==> src/rtl/instr_encoder_if.sv <==
`default_nettype none
// ============================================================================
// Module   : instr_encoder_if
// Brief    : Request and instruction-write handshake bundle for instr_encoder.
// Revision : 1.0
// ============================================================================
interface instr_encoder_if #(
    parameter int ADDR_W = 10
) ();
    logic              in_valid;
    logic              in_ready;
    logic [3:0]        in_op;
    logic              in_imm_sel;
    logic [3:0]        in_rdest;
    logic [3:0]        in_rsrc;
    logic [7:0]        in_imm;
    logic              in_last;
    logic              out_valid;
    logic              out_ready;
    logic [ADDR_W-1:0] out_addr;
    logic [15:0]       out_instr;

    modport master (
        output in_valid, in_op, in_imm_sel, in_rdest, in_rsrc, in_imm, in_last, out_ready,
        input  in_ready, out_valid, out_addr, out_instr
    );

    modport slave (
        input  in_valid, in_op, in_imm_sel, in_rdest, in_rsrc, in_imm, in_last, out_ready,
        output in_ready, out_valid, out_addr, out_instr
    );
endinterface
`default_nettype wire

==> src/rtl/instr_encoder.sv <==
`default_nettype none
// ============================================================================
// Module   : instr_encoder
// Brief    : Encodes ALU requests into 16-bit instruction words with
//            sequential write addresses through a 2-entry output FIFO.
// Revision : 1.0
// ============================================================================
module instr_encoder #(
    parameter int ADDR_W = 10
) (
    input  logic              clk,
    input  logic              reset,
    input  logic              start,
    input  logic [ADDR_W-1:0] base_addr,
    instr_encoder_if.slave    bus,
    output logic              busy,
    output logic              done,
    output logic              err,
    output logic [7:0]        err_count
);

    typedef enum logic [1:0] {
        S_IDLE   = 2'd0,
        S_ACTIVE = 2'd1,
        S_DRAIN  = 2'd2,
        S_DONE   = 2'd3
    } state_t;

    state_t            r_state;
    state_t            w_state_nxt;
    logic [ADDR_W-1:0] r_addr;
    logic [ADDR_W-1:0] r_fifo_addr  [2];
    logic [15:0]       r_fifo_instr [2];
    logic              r_wr_ptr;
    logic              r_rd_ptr;
    logic [1:0]        r_count;
    logic [1:0]        w_count_nxt;
    logic              r_err;
    logic [7:0]        r_err_count;

    logic              w_start_ok;
    logic              w_accept;
    logic              w_push;
    logic              w_pop;
    logic              w_legal;
    logic [3:0]        w_code;
    logic [15:0]       w_instr;

    assign bus.in_ready  = (r_state == S_ACTIVE) && (r_count != 2'd2);
    assign bus.out_valid = (r_count != 2'd0);
    assign bus.out_addr  = r_fifo_addr[r_rd_ptr];
    assign bus.out_instr = r_fifo_instr[r_rd_ptr];

    assign w_start_ok = start && ((r_state == S_IDLE) || (r_state == S_DONE));
    assign w_accept   = bus.in_valid && bus.in_ready;
    assign w_push     = w_accept && w_legal;
    assign w_pop      = bus.out_valid && bus.out_ready;

    assign busy      = (r_state == S_ACTIVE) || (r_state == S_DRAIN);
    assign done      = (r_state == S_DONE);
    assign err       = r_err;
    assign err_count = r_err_count;

    // Shared ALU code: used as ext in R-form and as opc in I-form.
    always_comb begin
        w_code = 4'b0000;
        case (bus.in_op)
            4'd0:    w_code = 4'b0101;
            4'd1:    w_code = 4'b1001;
            4'd2:    w_code = 4'b0001;
            4'd3:    w_code = 4'b0011;
            4'd4:    w_code = 4'b0010;
            4'd5:    w_code = 4'b1011;
            4'd6:    w_code = 4'b1101;
            default: w_code = 4'b0000;
        endcase
    end

    always_comb begin
        w_legal = 1'b1;
        w_instr = 16'h0000;
        case (bus.in_op)
            4'd0, 4'd1, 4'd2, 4'd3, 4'd4, 4'd5, 4'd6: begin
                if (bus.in_imm_sel)
                    w_instr = {w_code, bus.in_rdest, bus.in_imm};
                else
                    w_instr = {4'b0000, bus.in_rdest, w_code, bus.in_rsrc};
            end
            4'd7: begin
                w_legal = !bus.in_imm_sel;
                w_instr = {4'b1000, bus.in_rdest, 4'b0100, bus.in_rsrc};
            end
            4'd8: begin
                w_legal = bus.in_imm_sel;
                w_instr = {4'b1000, bus.in_rdest, 4'b0000, bus.in_imm[3:0]};
            end
            4'd9: begin
                w_legal = bus.in_imm_sel;
                w_instr = {4'b1111, bus.in_rdest, bus.in_imm};
            end
            default: w_legal = 1'b0;
        endcase
    end

    always_comb begin
        w_count_nxt = r_count;
        if (w_push && !w_pop)
            w_count_nxt = r_count + 2'd1;
        else if (!w_push && w_pop)
            w_count_nxt = r_count - 2'd1;
    end

    // DRAIN looks at next occupancy so done rises right after the final pop.
    always_comb begin
        w_state_nxt = r_state;
        case (r_state)
            S_IDLE:   if (start) w_state_nxt = S_ACTIVE;
            S_ACTIVE: if (w_accept && bus.in_last) w_state_nxt = S_DRAIN;
            S_DRAIN:  if (w_count_nxt == 2'd0) w_state_nxt = S_DONE;
            S_DONE:   if (start) w_state_nxt = S_ACTIVE;
            default:  w_state_nxt = S_IDLE;
        endcase
    end

    always_ff @(posedge clk) begin
        if (reset) begin
            r_state         <= S_IDLE;
            r_addr          <= '0;
            r_err           <= 1'b0;
            r_err_count     <= 8'd0;
            r_wr_ptr        <= 1'b0;
            r_rd_ptr        <= 1'b0;
            r_count         <= 2'd0;
            r_fifo_addr[0]  <= '0;
            r_fifo_addr[1]  <= '0;
            r_fifo_instr[0] <= 16'h0000;
            r_fifo_instr[1] <= 16'h0000;
        end else begin
            r_state <= w_state_nxt;
            r_count <= w_count_nxt;
            r_err   <= w_accept && !w_legal;

            if (w_start_ok)
                r_addr <= base_addr;
            else if (w_push)
                r_addr <= r_addr + ADDR_W'(1);

            if (w_start_ok)
                r_err_count <= 8'd0;
            else if (w_accept && !w_legal && (r_err_count != 8'hFF))
                r_err_count <= r_err_count + 8'd1;

            if (w_push) begin
                r_fifo_addr[r_wr_ptr]  <= r_addr;
                r_fifo_instr[r_wr_ptr] <= w_instr;
                r_wr_ptr               <= ~r_wr_ptr;
            end

            if (w_pop)
                r_rd_ptr <= ~r_rd_ptr;
        end
    end

endmodule
`default_nettype wire

==> src/flat_wrapper.sv <==
// flat-port wrapper written by rule: the top's interface ports become plain ports
module instr_encoder_flat 
#(
    parameter int ADDR_W = 10
)
  (clk, reset, start, base_addr, busy, done, err, err_count, bus_in_valid, bus_in_op, bus_in_imm_sel, bus_in_rdest, bus_in_rsrc, bus_in_imm, bus_in_last, bus_out_ready, bus_in_ready, bus_out_valid, bus_out_addr, bus_out_instr);
  instr_encoder_if #(.ADDR_W(ADDR_W)) bus_i ();
  input  logic clk;
  input  logic reset;
  input  logic start;
  input  logic [ADDR_W-1:0] base_addr;
  output logic busy;
  output logic done;
  output logic err;
  output logic [7:0] err_count;
  input wire logic [$bits(bus_i.in_valid)-1:0] bus_in_valid;
  input wire logic [$bits(bus_i.in_op)-1:0] bus_in_op;
  input wire logic [$bits(bus_i.in_imm_sel)-1:0] bus_in_imm_sel;
  input wire logic [$bits(bus_i.in_rdest)-1:0] bus_in_rdest;
  input wire logic [$bits(bus_i.in_rsrc)-1:0] bus_in_rsrc;
  input wire logic [$bits(bus_i.in_imm)-1:0] bus_in_imm;
  input wire logic [$bits(bus_i.in_last)-1:0] bus_in_last;
  input wire logic [$bits(bus_i.out_ready)-1:0] bus_out_ready;
  output wire logic [$bits(bus_i.in_ready)-1:0] bus_in_ready;
  output wire logic [$bits(bus_i.out_valid)-1:0] bus_out_valid;
  output wire logic [$bits(bus_i.out_addr)-1:0] bus_out_addr;
  output wire logic [$bits(bus_i.out_instr)-1:0] bus_out_instr;
  assign bus_i.in_valid = bus_in_valid;
  assign bus_i.in_op = bus_in_op;
  assign bus_i.in_imm_sel = bus_in_imm_sel;
  assign bus_i.in_rdest = bus_in_rdest;
  assign bus_i.in_rsrc = bus_in_rsrc;
  assign bus_i.in_imm = bus_in_imm;
  assign bus_i.in_last = bus_in_last;
  assign bus_i.out_ready = bus_out_ready;
  assign bus_in_ready = bus_i.in_ready;
  assign bus_out_valid = bus_i.out_valid;
  assign bus_out_addr = bus_i.out_addr;
  assign bus_out_instr = bus_i.out_instr;
  instr_encoder #(.ADDR_W(ADDR_W)) u_core (.clk(clk), .reset(reset), .start(start), .base_addr(base_addr), .bus(bus_i), .busy(busy), .done(done), .err(err), .err_count(err_count));
endmodule
==> config.mk <==
export PLATFORM = sky130hd
export DESIGN_NAME = instr_encoder_flat
export DESIGN_NICKNAME = d
export VERILOG_FILES = /design/src/rtl/instr_encoder_if.sv /design/src/rtl/instr_encoder.sv /design/src/flat_wrapper.sv
export SDC_FILE = /design/constraint.sdc
export NUM_CORES = 1
export LEC_CHECK = 0
export ABC_AREA = 0
export CAP_MARGIN = 10
export CORE_MARGIN = 1
export CORE_UTILIZATION = 56
export CTS_CLUSTER_DIAMETER = 150
export DETAILED_ROUTE_END_ITERATION = 8
export GPL_TIMING_DRIVEN = 0
export HOLD_SLACK_MARGIN = 0.03
export PLACE_DENSITY = 0.85
export SLEW_MARGIN = 20
export SYNTH_ARGS = -nofsm -noshare
export SYNTH_HDL_FRONTEND = slang
export SYNTH_SLANG_ARGS = --single-unit
export TNS_END_PERCENT = 50
==> constraint.sdc <==
create_clock -name clk -period 8.2 [get_ports clk]
set_clock_uncertainty 0.2 [all_clocks]
set_input_delay 1.64 -clock clk [delete_from_list [all_inputs] [get_ports clk]]
set_output_delay 1.64 -clock clk [all_outputs]
set_load 0.01 [all_outputs]
==> flow_metrics.env <==
export IMPL_power_static_leakage_nw=1.91
export IMPL_final_layout_size_suffix_gt1_share_pct=11.7
export IMPL_drv_cap=0
export IMPL_ys_async_sr_fraction_pct=0
export IMPL_grt_setup_unrepaired="no"
export IMPL_worstPathMaxFanout=10
export IMPL_placeableCoreArea_sq_um=6790
export IMPL_postSynthCellCount=373
export IMPL_detail_route_first_pass_iterations=4
export IMPL_synthToLayoutAreaGrowth_pct=28.6
export IMPL_rrSetupSlack_ns=5.26
export IMPL_drc_violations=0
export IMPL_post_layout_total_power_mw=1.25
export IMPL_netSwitchingFraction_pct=30.0
export IMPL_finalSetupViolCount=0
export IMPL_hold_viol_final=0
export IMPL_drt_wl_total_mm=8.47
export IMPL_grt_antenna_before_repair=0
export IMPL_power_frac_comb_pct=30.9
export IMPL_track_usage_pct=24.4
export IMPL_yosys_most_used_dff="edfxtp_1"
export IMPL_row_count=30
export IMPL_timing_final_crit_period_ns=4.27
export IMPL_postRouteAntennaNets=0
export IMPL_crit_path_top_delay_cell="clkbuf_1"
export IMPL_grt_pass1_wl_mm=13.9
export IMPL_layout_nets=501
export IMPL_route_detailed_wl_per_inst_um=15.2
export IMPL_ir_drop_mv=0.161
export IMPL_antenna_cells_inserted=0
export IMPL_postSynthRegisterBits=78
export IMPL_worstRegToRegCells=8
export IMPL_pin_count_of_the_biggest_net_entering_global_routing=27
export IMPL_port_buffers=72
export IMPL_cts_setup_buffers=0
export IMPL_die_boundary_height_um=85.9
export IMPL_power_sequential_fraction_pct=41.0
export IMPL_clkSlewWorstSetupHoldPaths_ns=0.08
export IMPL_worstSkewPairLatency_ns=0.34
export IMPL_critical_path_most_common_cell="clkbuf_1"
export IMPL_cell_internal_pwr_mw=0.873
export IMPL_netlist_area_sq_um=3940
export IMPL_vias_in_the_first_global_route=2989
export IMPL_slew_violations=0
export IMPL_critical_path_arrival_ns=2.43
export IMPL_initial_core_util_pct=58.0
export IMPL_cts_sinks=78
export IMPL_fillerInstances=491
export IMPL_relSlewSlack_pct=53.5
export IMPL_whs_path_depth=2
export IMPL_min_path_type="reg2reg"
export IMPL_finalCritPeriodShare_pct=52.1
export IMPL_dr_total_vias=3040
export IMPL_max_clock_path_buffers=2
export IMPL_clockPowerShare_pct=28.1
export IMPL_worstSetupStartpointType="register"
export IMPL_gpl_final_weighted_congestion=0.908
export IMPL_cts_buffers_inserted=9
export IMPL_synth_sequential_area_ratio_pct=52.8
export IMPL_die_outline_area_sq_um=7380
export IMPL_htree_levels=3
export IMPL_hold_buffers=0
export IMPL_setup_total_negative_slack_ns=0
export IMPL_via_per_inst=5.45
export IMPL_number_of_flops_mapped_to_enable_cells_by_yosys=52
export IMPL_dp_hpwl_mm=5.95
export IMPL_worstMarginPinSlew_ns=0.698
export IMPL_top_level_ports=76
export IMPL_yosysUniqueCellTypes=46
export IMPL_cts_tree="built"
export IMPL_synthesis_area_per_instance_sq_um=10.6
export IMPL_die_span_in_x_um=85.9
export IMPL_status="finished clean"
export IMPL_syn_num_nets=417
export IMPL_buffer_type_at_the_clock_tree_root="clkbuf_8"
export IMPL_fmaxAchievable_ghz=0.234
export IMPL_synth_warnings=0
export IMPL_worstSetupPathType="reg2out"
export IMPL_critical_path_cell_chain="clkbuf_1 -> clkbuf_1 -> mux2_2 -> clkdlybuf4s50_1"
export IMPL_critPathRequiredTime_ns=6.36
export IMPL_power_per_cell_area_nw_per_um2=246
export IMPL_peak_per_stage_delay_on_the_critical_path_ns=0.51
export IMPL_total_switching_power_mw=0.374
export IMPL_crit_path_end_kind="output port"
export IMPL_grt_overflow_total=0
export IMPL_drt_iter0_drc=241
export IMPL_cts_resized_gates=0
[layout make-up]
cell class / count / area, sq um / area share, %
buffer: 25 / 121 / 2.40
clock buffer: 9 / 124 / 2.44
clock inverter: 7 / 120 / 2.37
inverter: 13 / 48.8 / 0.963
multi-input combinational: 257 / 1700 / 33.6
sequential: 78 / 2080 / 41.1
tap: 96 / 120 / 2.37
timing repair buffer: 73 / 748 / 14.8
[flip-flops by register name, indices dropped and copies added (netlist names), named ones only]
signal,count
u_core.r_rd_ptr,1
u_core.r_wr_ptr,1
u_core.r_fifo_instr,32
u_core.r_state,2
u_core.r_fifo_addr,20
u_core.r_count,2
u_core.err_count,8
u_core.err,1
u_core.r_addr,10
[power by group through the flow]
stage | registers (mW) | clock network, mW | logic [mW]
5_1_grt | 0.517 | 0.367 | 0.424
2_1_floorplan | 0.506 | 0 | 0.234
3_5_place_dp | 0.519 | 0 | 0.383
4_1_cts | 0.510 | 0.352 | 0.388
3_3_place_gp | 0.516 | 0 | 0.373
6_report | 0.511 | 0.350 | 0.385
[worst max-delay path, delay by kind of cell (launching register included)]
kind	cells	cell delay, ns
DFF	1	0.32
buffers and inverters	3	1.36
muxes	1	0.41
[worst paths after layout]
check | startpoint | endpoint
worst min-delay path | u_core.r_rd_ptr$_SDFFE_PP0P_ | register
worst max register to register | u_core.r_count[0]$_SDFF_PP0_ | u_core.r_fifo_instr[1][5]$_SDFFCE_PN0P_
worst min register to register | u_core.r_rd_ptr$_SDFFE_PP0P_ | register
worst max-delay path | register | bus_out_instr[4]
[kinds of logic after synthesis]
group	after synthesis	synth area share, %
buffers and inverters	38	4.32
flip-flops	78	52.8
AO/OA/AOI/OAI	51	9.21
XOR/XNOR	18	4.19
AND/OR/NAND/NOR	148	18.0
adder cells (fa/ha/maj)	7	2.22
multiplexers	33	9.24
[metal layers]
metal | GRT usage (%) | share of wire (%) | up-vias
li1 | - | - | 1497
met1 | 31.7 | 45 | 1424
met2 | 40.3 | 47 | 93
met3 | 3.95 | 4.7 | 26
met4 | 11.4 | 2.9 | 0
met5 | 0 | 0 | -
[through the flow]
| step | cell area, sq um | hold slack [ns] | setup WS (ns) | util [%] | cells |
|---|---|---|---|---|---|
| final | 5070 | 0.331 | 3.93 | 74.6 | 558 |
| after global routing | 5070 | 0.369 | 3.78 | 74.6 | 558 |
| after CTS | 5070 | 0.332 | 3.90 | 74.6 | 558 |
| after detailed placement | 4820 | 0.312 | 3.80 | 71.0 | 542 |
| after global placement | 4780 | 0.298 | 2.60 | 70.4 | 541 |
| after floorplan | 3940 | 0.281 | 3.75 | - | 373 |
[cells in the mapped netlist, types with 3 or more instances]
cell type  instances  area share, %
nor2_1            64            6.1
edfxtp_1          52             40
mux2_2            27            7.7
dfxtp_1           26             13
nand2_1           19            1.8
clkbuf_1          18            1.7
and2_1            17            2.7
inv_1             13            1.2
and3_1            12            1.9
xor2_1            12            2.7
nand3_1           11            1.4
a211oi_1          10            1.9
nor3_1             9            1.1
a21oi_1            8            1.0
o21ai_0            8            1.0
a22oi_1            7            1.3
ha_1               7            2.2
mux2i_1            6            1.5
xnor2_1            5            1.1
nand4_1            4           0.63
a31oi_1            3           0.48
buf_6              3           0.86
nand2b_1           3           0.48
[layout by cell type (no fill, tap or decap), types with 3 or more instances in the layout]
cell type,Yosys,routed
clkbuf_1,18,18
bufinv_16,0,3
a31oi_1,3,3
a21oi_1,8,8
nand4_1,4,4
xor2_1,12,12
mux2i_1,6,6
edfxtp_1,52,52
and2_1,17,17
a211oi_1,10,10
inv_1,13,13
nand3_1,11,11
and3_1,12,12
a22oi_1,7,7
xnor2_1,5,5
buf_6,3,3
nor2_1,64,64
clkbuf_8,0,9
o21ai_0,8,8
clkdlybuf4s50_1,0,72
nand2_1,19,19
nor3_1,9,9
ha_1,7,7
mux2_2,27,27
dfxtp_1,26,26
No activity file was read; power rests on OpenSTA's default activity.
